`src/rtl/graph_pkg.sv`:
```
// Shared constants, types and state encodings for the graph frame controller.
// Optional build macro used by this slice: GRAPH_CTRL_IMMEDIATE_EN.
package graph_pkg;

    localparam int unsigned N_PTS   = 64;
    localparam int unsigned COORD_W = 8;
    localparam int unsigned IDX_W   = 6;

    typedef logic [COORD_W-1:0] coord_t;
    typedef logic [IDX_W-1:0]   idx_t;

    // Which shadow bank a solver write targets
    typedef enum logic [1:0] {
        WK_XS   = 2'd0,
        WK_YS   = 2'd1,
        WK_PATH = 2'd2,
        WK_BAD  = 2'd3
    } wr_kind_e;

    // Commit handshake state
    typedef enum logic [1:0] {
        ACCEPT  = 2'd0,
        PENDING = 2'd1,
        DONE    = 2'd2
    } ctrl_state_e;

endpackage

```
`src/rtl/graph_scan_cnt.sv`:
```
// Renderer scan position: a 2*COORD_W counter split into column/row,
// with frame-start and frame-end decodes.
module graph_scan_cnt #(
    parameter int unsigned COORD_W = graph_pkg::COORD_W
) (
    input  logic               clk,
    input  logic               rst,
    input  logic               scan_en,
    output logic [COORD_W-1:0] pix_x,
    output logic [COORD_W-1:0] pix_y,
    output logic               frame_start,
    output logic               fe
);

    logic [2*COORD_W-1:0] r_cnt;

    // Advance the scan position when enabled; wraps naturally from all-ones
    always_ff @(posedge clk or negedge rst) begin
        if (!rst) begin
            r_cnt <= '0;
        end else if (scan_en) begin
            r_cnt <= r_cnt + (2*COORD_W)'(1);
        end
    end

    assign pix_x       = r_cnt[COORD_W-1:0];
    assign pix_y       = r_cnt[2*COORD_W-1:COORD_W];
    assign frame_start = (r_cnt == '0);
    assign fe          = scan_en && (r_cnt == '1);

endmodule

```
`src/rtl/graph_frame_ctrl.sv`:
```
// Point/path register banks for the graph renderer, double-buffered.
// The solver fills a shadow bank through a valid/ready port and then commits;
// the copy to the active bank normally waits for the frame end so a frame is
// never drawn from a half-updated path.
// Build macro GRAPH_CTRL_IMMEDIATE_EN: commit copies on the handshake edge.
module graph_frame_ctrl #(
    parameter int unsigned N_PTS   = graph_pkg::N_PTS,
    parameter int unsigned COORD_W = graph_pkg::COORD_W,
    parameter int unsigned IDX_W   = graph_pkg::IDX_W
) (
    input  logic                     clk,
    input  logic                     rst,
    input  logic                     scan_en,
    input  logic                     wr_valid,
    output logic                     wr_ready,
    input  logic [1:0]               wr_kind,
    input  logic [IDX_W-1:0]         wr_addr,
    input  logic [COORD_W-1:0]       wr_data,
    input  logic                     commit_valid,
    output logic                     commit_ready,
    output logic                     commit_done,
    output logic [COORD_W-1:0]       pix_x,
    output logic [COORD_W-1:0]       pix_y,
    output logic                     frame_start,
    output logic [N_PTS*COORD_W-1:0] xs_o,
    output logic [N_PTS*COORD_W-1:0] ys_o,
    output logic [N_PTS*IDX_W-1:0]   path_o,
    output logic                     err
);

    import graph_pkg::*;

    ctrl_state_e r_state, w_state_nxt;

    logic [COORD_W-1:0] r_xs_sh [N_PTS];
    logic [COORD_W-1:0] r_ys_sh [N_PTS];
    logic [IDX_W-1:0]   r_pa_sh [N_PTS];
    logic [COORD_W-1:0] r_xs_ac [N_PTS];
    logic [COORD_W-1:0] r_ys_ac [N_PTS];
    logic [IDX_W-1:0]   r_pa_ac [N_PTS];

    logic r_err;
    logic r_commit_done;
    logic w_fe;
    logic w_wr_fire;
    logic w_cm_fire;
    logic w_swap;

    graph_scan_cnt #(.COORD_W(COORD_W)) u_scan (
        .clk         (clk),
        .rst         (rst),
        .scan_en     (scan_en),
        .pix_x       (pix_x),
        .pix_y       (pix_y),
        .frame_start (frame_start),
        .fe          (w_fe)
    );

    assign w_wr_fire = wr_valid && wr_ready;
    assign w_cm_fire = commit_valid && commit_ready;

`ifdef GRAPH_CTRL_IMMEDIATE_EN
    assign w_swap = (r_state == ACCEPT) && w_cm_fire;
`else
    assign w_swap = (r_state == PENDING) && w_fe;
`endif

    // Next-state and handshake-ready decode
    always_comb begin
        w_state_nxt  = r_state;
        wr_ready     = 1'b0;
        commit_ready = 1'b0;
        case (r_state)
            ACCEPT: begin
                wr_ready     = 1'b1;
                commit_ready = 1'b1;
                if (commit_valid) begin
`ifdef GRAPH_CTRL_IMMEDIATE_EN
                    w_state_nxt = DONE;
`else
                    w_state_nxt = PENDING;
`endif
                end
            end
            PENDING: if (w_fe) w_state_nxt = DONE;
            DONE:    w_state_nxt = ACCEPT;
            default: w_state_nxt = ACCEPT;
        endcase
    end

    // State register plus registered commit_done and sticky error flag
    always_ff @(posedge clk or negedge rst) begin
        if (!rst) begin
            r_state       <= ACCEPT;
            r_commit_done <= 1'b0;
            r_err         <= 1'b0;
        end else begin
            r_state       <= w_state_nxt;
            r_commit_done <= (w_state_nxt == DONE);
            if (w_wr_fire && (wr_kind == WK_BAD)) r_err <= 1'b1;
        end
    end

    // Shadow bank: solver writes land here; illegal kinds change nothing
    always_ff @(posedge clk or negedge rst) begin
        if (!rst) begin
            for (int unsigned i = 0; i < N_PTS; i++) begin
                r_xs_sh[IDX_W'(i)] <= '0;
                r_ys_sh[IDX_W'(i)] <= '0;
                r_pa_sh[IDX_W'(i)] <= IDX_W'(i);
            end
        end else if (w_wr_fire) begin
            case (wr_kind)
                WK_XS:   r_xs_sh[wr_addr] <= wr_data;
                WK_YS:   r_ys_sh[wr_addr] <= wr_data;
                WK_PATH: r_pa_sh[wr_addr] <= wr_data[IDX_W-1:0];
                default: ;
            endcase
        end
    end

    // Active bank: whole-bank copy on the swap edge; a write accepted on that
    // same edge is forwarded so the copy includes it
    always_ff @(posedge clk or negedge rst) begin
        if (!rst) begin
            for (int unsigned i = 0; i < N_PTS; i++) begin
                r_xs_ac[IDX_W'(i)] <= '0;
                r_ys_ac[IDX_W'(i)] <= '0;
                r_pa_ac[IDX_W'(i)] <= IDX_W'(i);
            end
        end else if (w_swap) begin
            for (int unsigned i = 0; i < N_PTS; i++) begin
                r_xs_ac[IDX_W'(i)] <= (w_wr_fire && wr_kind == WK_XS && wr_addr == IDX_W'(i))
                                      ? wr_data : r_xs_sh[IDX_W'(i)];
                r_ys_ac[IDX_W'(i)] <= (w_wr_fire && wr_kind == WK_YS && wr_addr == IDX_W'(i))
                                      ? wr_data : r_ys_sh[IDX_W'(i)];
                r_pa_ac[IDX_W'(i)] <= (w_wr_fire && wr_kind == WK_PATH && wr_addr == IDX_W'(i))
                                      ? wr_data[IDX_W-1:0] : r_pa_sh[IDX_W'(i)];
            end
        end
    end

    // Flatten the active banks onto the renderer buses
    always_comb begin
        xs_o   = '0;
        ys_o   = '0;
        path_o = '0;
        for (int unsigned i = 0; i < N_PTS; i++) begin
            xs_o[i*COORD_W +: COORD_W] = r_xs_ac[IDX_W'(i)];
            ys_o[i*COORD_W +: COORD_W] = r_ys_ac[IDX_W'(i)];
            path_o[i*IDX_W +: IDX_W]   = r_pa_ac[IDX_W'(i)];
        end
    end

    assign commit_done = r_commit_done;
    assign err         = r_err;

endmodule

```
`config.mk`:
```
export PLATFORM = sky130hd
export DESIGN_NAME = graph_frame_ctrl
export DESIGN_NICKNAME = d
export VERILOG_FILES = /design/src/rtl/graph_pkg.sv /design/src/rtl/graph_scan_cnt.sv /design/src/rtl/graph_frame_ctrl.sv
export SDC_FILE = /design/constraint.sdc
export NUM_CORES = 2
export LEC_CHECK = 0
export ABC_AREA = 1
export BUFFER_PORTS_ARGS = -buffer_cell sky130_fd_sc_hd__buf_2
export CAP_MARGIN = 20
export CORE_AREA = 2 2 572 574
export DETAILED_ROUTE_END_ITERATION = 7
export DIE_AREA = 0 0 574 576
export SETUP_SLACK_MARGIN = 0.1
export SLEW_MARGIN = 10
export SYNTH_ARGS = -nofsm -noshare
export SYNTH_HDL_FRONTEND = slang
export SYNTH_HIERARCHICAL = 1
export SYNTH_SLANG_ARGS = --single-unit
```
`constraint.sdc`:
```
create_clock -name clk -period 3 [get_ports clk]
set_clock_uncertainty 0.2 [all_clocks]
set_input_delay 0.45 -clock clk [delete_from_list [all_inputs] [get_ports clk]]
set_output_delay 0.45 -clock clk [all_outputs]
set_load 0.05 [all_outputs]
```
======== Word-level counts from Yosys, hierarchy flattened ========
Index checks and enable logic that the tools add are counted.
word-level totals
  register bits ........................... 2,836
  input bits .............................. 21
  output and inout bits ................... 1,429
  logic and storage cells ................. 871
operators by class
  $add $sub $neg .......................... 1
  $lt $le $gt $ge ......................... 2
  equal/unequal tests ..................... 69
  muxes and demuxes ....................... 203
  bitwise logic cells ..................... 1
  reduce and logical (&&, ||, !) cells .... 207
operators with widths
  kind                   count
  $mux 8                 129
  $bwmux 512             2
  $mux 6                 65
  $bwmux 384             1
  $logic_and 1x1->1      200
  $eq 6x6->1 const B     32
  $eq 6x5->1 const B     16
  $demux 8 s6            1
  $eq 6x4->1 const B     8
  $demux 6 s6            1
  $eq 6x3->1 const B     4
  $add 16x1->16 const B  1
  $eq 16x16->1 const B   1
  $logic_not 16->1       1
  $eq 6x2->1 const B     2
  $ge 7x7->1 const B     1
  $lt 7x1->1 const B     1
  $not 6->7              1
  $eq 2x2->1 const B     3
  $eq 6x1->1 const B     1
  $logic_not 6->1        1
  $reduce_and 2->1       3
  $eq 2x1->1 const B     2
  $logic_not 2->1        2
  other kinds (3)        4

======== Longest topological paths before layout ========
  depth after elaboration ................. 6
  mapped depth ............................ 14
  gate-level depth less buffers ........... 11

======== Hierarchy ========
The synthesis kept the hierarchy.
by module, submodules not included
  module            instances  cells an instance  area each (um^2)  seq. area each (um^2)
  graph_frame_ctrl  1          13,736             119,278.1         71,048.1
  graph_scan_cnt    1          121                935.9             400.4

======== Worst setup path after synthesis ========
Ideal clock, no wire load.
  path kind ............................... register to register
  start point ............................. reg u_scan.r_cnt[0]
  end point ............................... reg r_pa_ac, in the netlist path_o[107]
  library setup time ...................... 66 ps
  arrival time ............................ 2,771 ps
  required time ........................... 2,734 ps
  slack ................................... -37 ps
  cell stages (with the launch flop) ...... 15
  path buffers ............................ 3
  clock period less this slack ............ 3,037 ps
  path through ............................ dfrtp_1 > ha_1 > nand2_2 > nor2_4 > nand2_4 > nor2_4 > nand3_2 > nor2_2 > nand3_1 > clkinv_1 > clkbuf_1 > clkbuf_1 > buf_1 > nand3_1 > nand2_1
on the way
  cells in the longest elaborated chain, start to end .. 3
RTL lines
  what                             RTL line                 text
  from (decl)                      graph_scan_cnt.sv:15     logic [2*COORD_W-1:0] r_cnt;
  from (signal assigned)           graph_scan_cnt.sv:22     r_cnt <= r_cnt + (2*COORD_W)'(1);
  $eq 16x16->1                     graph_scan_cnt.sv:29     assign fe = scan_en && (r_cnt == '1);
  $logic_and 1x1->1                graph_scan_cnt.sv:29
  net w_fe                         graph_frame_ctrl.sv:44   logic w_fe;
  $logic_and 1x1->1                graph_frame_ctrl.sv:65   assign w_swap = (r_state == PENDING) && w_fe;
  to (signal, indexed assignment)  graph_frame_ctrl.sv:129  r_pa_ac[IDX_W'(i)] <= IDX_W'(i);
  to (signal, indexed assignment)  graph_frame_ctrl.sv:137  r_pa_ac[IDX_W'(i)] <= (w_wr_fire && wr_kind == WK_PATH && wr_addr == IDX_W'(i))
  to (decl)                        graph_frame_ctrl.sv:40   logic [IDX_W-1:0] r_pa_ac [N_PTS];
The timed path passes the listed nets, and every way through them passes these cells.
A chain may end at the register's enable or synchronous reset.

======== Worst setup path after layout ========
  start point ............................. reg u_scan.r_cnt[0]
  end point ............................... reg r_ys_ac, in the netlist ys_o[17]
on the way
  cells in the longest elaborated chain, start to end .. 3
RTL lines
  what                             RTL line                 text
  $eq 16x16->1                     graph_scan_cnt.sv:29
  $logic_and 1x1->1                graph_scan_cnt.sv:29
  net w_fe                         graph_frame_ctrl.sv:44
  $logic_and 1x1->1                graph_frame_ctrl.sv:65
  to (signal, indexed assignment)  graph_frame_ctrl.sv:135  r_ys_ac[IDX_W'(i)] <= (w_wr_fire && wr_kind == WK_YS && wr_addr == IDX_W'(i))
  to (decl)                        graph_frame_ctrl.sv:39   logic [COORD_W-1:0] r_ys_ac [N_PTS];
The timed path passes the listed nets, and every way through them passes these cells.

==> run metrics <==
Slowest-stage cell, CP=dfrtp_2; Layout area overhead=23.2%; Reg2Reg Depth=14; Seq pwr share=0.474; Critical Path Fanout Max=65; initial core utilization=0.370; fin. max-slew vios=0; clock sinks=between 2000 and 3000; fraction of layout cells with a size suffix above 1=0.191; Yosys cell types=26; Mapped Cells=13900; hpwl dp=about 320000 µm; Static Leak=just under 80 nW; final core occ=0.455; Max Cap Viol=0; GPL Wtd Cong=0.873; Largest stage delay, worst path=0.41 ns; cell breakdown of the critical path=ha_1 > nand2_2 > nor2_4 > nand2_4 > nor2_4 > nand3_2 > nor2_4 > nand3_4 > buf_12 > buf_12 > buf_12 > clkbuf_16 > nand2_1 > nand2_1; Vias=101000; Worst-path clk slew=about 0.06 ns; CTS Buf Count=314; root buffer cell=clkbuf_16; total die area=0.331 mm²; Worst R2R Start=u_scan/r_cnt[0]; Pint=approximately 0.062 W; Worst setup EP type=flip-flop; htree depth=5; startpoint types=flip-flop; worst vdd ir=about 0.41 mV; First DRT Iteration DRCs=between 8000 and 9000; IO Port Bufs=between 1000 and 1500; total power=roughly 0.08 W; Routed WL=between 400000 and 500000 µm; Core Region=0.325 mm²; Hold Crit Endpoint=r_ys_sh[454]; Worst EP required=around 3.6 ns; Tcrit/Tclk final=0.962; R2R setup slack=0.11 ns; Slew Limit Headroom=0.530; Skew-Pair Late Insertion Delay=slightly above 0.9 ns; final hold violation count=0; Bufs on Longest Clock Path=4; post-route ant nets=0; post-synthesis instance area=0.120 mm²; synthesized area per cell=approximately 8.7 µm²; Comb power frac=0.031; area of the multi-input gates=approximately 0.041 mm²; fill count=between 30000 and 40000; vias in the first global route=around 96000; Setup WS post-layout=roughly 0.11 ns; Net Count, Synth=roughly 14000; setup_tns=0 ns; hold path depth=6; status=finished clean; Overflow after GRT=0; drt via density=approximately 5.0; Hold Crit Start=wr_addr[1]; Sw Pwr=0.0190 W; Clk pwr share=0.495; largest net degree at the start of global routing=around 120; Sw Share=0.235; met2 Track Usage GR=0.407; fmax=346 MHz; first-pass GRT wire length=665000 µm; routing usage on met1=0.372; Crit Path Class=reg -> reg; Pre-Repair DR Iteration Count=8; hold_ws=approximately 0.13 ns; die width=574 µm; # DRC=0; Pwr Density=547 mW/mm²; gr busiest metal=met2; RSZ-0062 raised after global routing=yes; Layout Nets=15500; row count=210; mean routed wirelength per cell=22.7 µm; YS warnings=6; Tot GR Track Use=0.269; CTS tree=done; Critical Path AT=approximately 3.5 ns; GR Util met3=0.0512; Tmin final=approximately 2.9 ns; Buf/Inv on CP=4; worst-margin pin slew=about 0.71 ns; Die Y-Extent=~580 µm; boundary pin count=1450; Seq/Total Area, Yosys=0.594; flops & latches, synth=2836; Worst Hold Class=in -> reg; Placement Setup Slack=between 0.05 and 0.06 ns; Worst path depth=14; delay-heaviest family, CP=simple AND/OR/NAND/NOR gates; sequential cell area=roughly 0.071 mm²; Final setup viols=0; Reg-to-Reg End=ys_o[17]; initial antenna violation count=15
final cells by class:
cell class | instances | share of cell area
Sequential cell | 2836 | 0.483
Multi-Input combinational cell | 8829 | 0.275
Timing Repair Buffer | 2037 | 0.0964
Clock buffer | 476 | 0.0627
Tap cell | 4346 | 0.0367
Inverter | 1429 | 0.0367
Clock inverter | 107 | 0.00949
Antenna cell | 14 | 0.000237
metal layers:
layer	wire [µm]	vias up	share of wire
li1	-	46300	-
met1	195000	49500	0.43
met2	204000	3936	0.45
met3	34600	763	0.076
met4	23500	2	0.051
met5	13	-	0.000028
worst reg2reg max path, cell delays in order (launching register included):
cell and delay, ns:
dfrtp_2 0.41, ha_1 0.19, nand2_2 0.09, nor2_4 0.15
nand2_4 0.08, nor2_4 0.14, nand3_2 0.10, nor2_4 0.16
nand3_4 0.15, buf_12 0.18, buf_12 0.16, buf_12 0.23
clkbuf_16 0.40, nand2_1 0.07, nand2_1 0.05
power by group through the flow:
| stage | sequential (W) | combinational (W) | clock, W |
|---|---|---|---|
| global placement | 0.0391 | 0.00255 | 0 |
| CTS | 0.0384 | 0.00258 | 0.0406 |
| global route | 0.0384 | 0.00272 | 0.0423 |
| finish | 0.0384 | 0.00253 | 0.0401 |
| floorplan | 0.0393 | 0.000481 | 0 |
| detailed placement | 0.0391 | 0.00255 | 0 |
cells in the final DEF (no fill, tap or decap), types with 7 or more instances in the layout:
cell type | synthesis | layout
dfrtp_1 | 2452 | 2449
and2_1 | 1394 | 1394
buf_4 | 1 | 371
clkbuf_16 | 0 | 320
diode_2 | 0 | 14
clkbuf_8 | 0 | 77
inv_1 | 1419 | 1419
clkinv_2 | 0 | 52
nand3_1 | 2827 | 2817
nand4_1 | 8 | 8
nand2_1 | 4477 | 4477
dfstp_2 | 384 | 384
nor2_2 | 4 | 30
nand3_2 | 1 | 10
inv_8 | 0 | 10
bufinv_16 | 0 | 18
buf_12 | 0 | 184
nor2_4 | 3 | 41
clkbuf_1 | 555 | 83
buf_16 | 0 | 8
nor2_1 | 84 | 20
dlygate4sd3_1 | 0 | 15
clkinvlp_4 | 0 | 7
clkinv_16 | 0 | 7
clkinv_8 | 0 | 9
buf_2 | 158 | 1447
o21bai_1 | 9 | 9
what timing repair did:
item | in CTS | in global routing
endpoints found under the hold margin | 1421 | 0
setup endpoints to repair | 0 | 611
hold buffers | 16 | 0
setup buffers | 0 | 3
gates resized for setup | 0 | 18
how the worst max path moves through the flow:
stage                     from     endpoint  slack, ns
2_1_floorplan  u_scan/r_cnt[2]  path_o[107]       0.11
3_3_place_gp        wr_addr[0]    ys_o[373]       0.02
3_5_place_dp        wr_addr[0]    ys_o[373]       0.05
4_1_cts        u_scan/r_cnt[0]     ys_o[29]       0.11
5_1_grt        u_scan/r_cnt[0]    xs_o[265]       0.05
6_report       u_scan/r_cnt[0]     ys_o[17]       0.11
state kept, by name (all words and copies together), names as in the netlist:
| name | cells |
|---|---|
| r_xs_sh | 512 |
| r_ys_sh | 512 |
| xs_o | 512 |
| ys_o | 512 |
| path_o | 384 |
| r_pa_sh | 384 |
| u_scan/r_cnt | 16 |
| r_state | 2 |
| commit_done | 1 |
| err | 1 |
synth_stat cells (all sizes together):
master,instances,area share
clkbuf,555,0.017
nor3,3,0.00012
and2,1394,0.073
buf,208,0.0082
ha,2,0.00021
inv,1428,0.045
o21ai,6,0.00025
nor2,91,0.0031
nand3b,1,0.000062
dfstp,384,0.084
dfrtp,2452,0.51
xor2,5,0.00036
nand4,8,0.00042
xnor2,1,0.000073
clkinv,1,0.000031
nand2,4481,0.14
nand3,2828,0.12
o21bai,9,0.00056
metrics by stage:
step / instances / area (µm²)
floorplan: 13900 / 120000
global placement: 19500 / 137000
detailed placement: 19500 / 137000
CTS: 20100 / 148000
global route: 20100 / 148000
finish: 20100 / 148000
cell families after synthesis:
| logic type | share of synthesized area |
|---|---|
| AOI/OAI and AO/OA | 0.000812 |
| buffers and inverters | 0.0701 |
| xor gates and xnor gates | 0.000437 |
| DFF | 0.594 |
| adders and majority gates | 0.000208 |
| and+or+nand+nor | 0.334 |
Note: power is estimated with default switching activity, not from simulation.
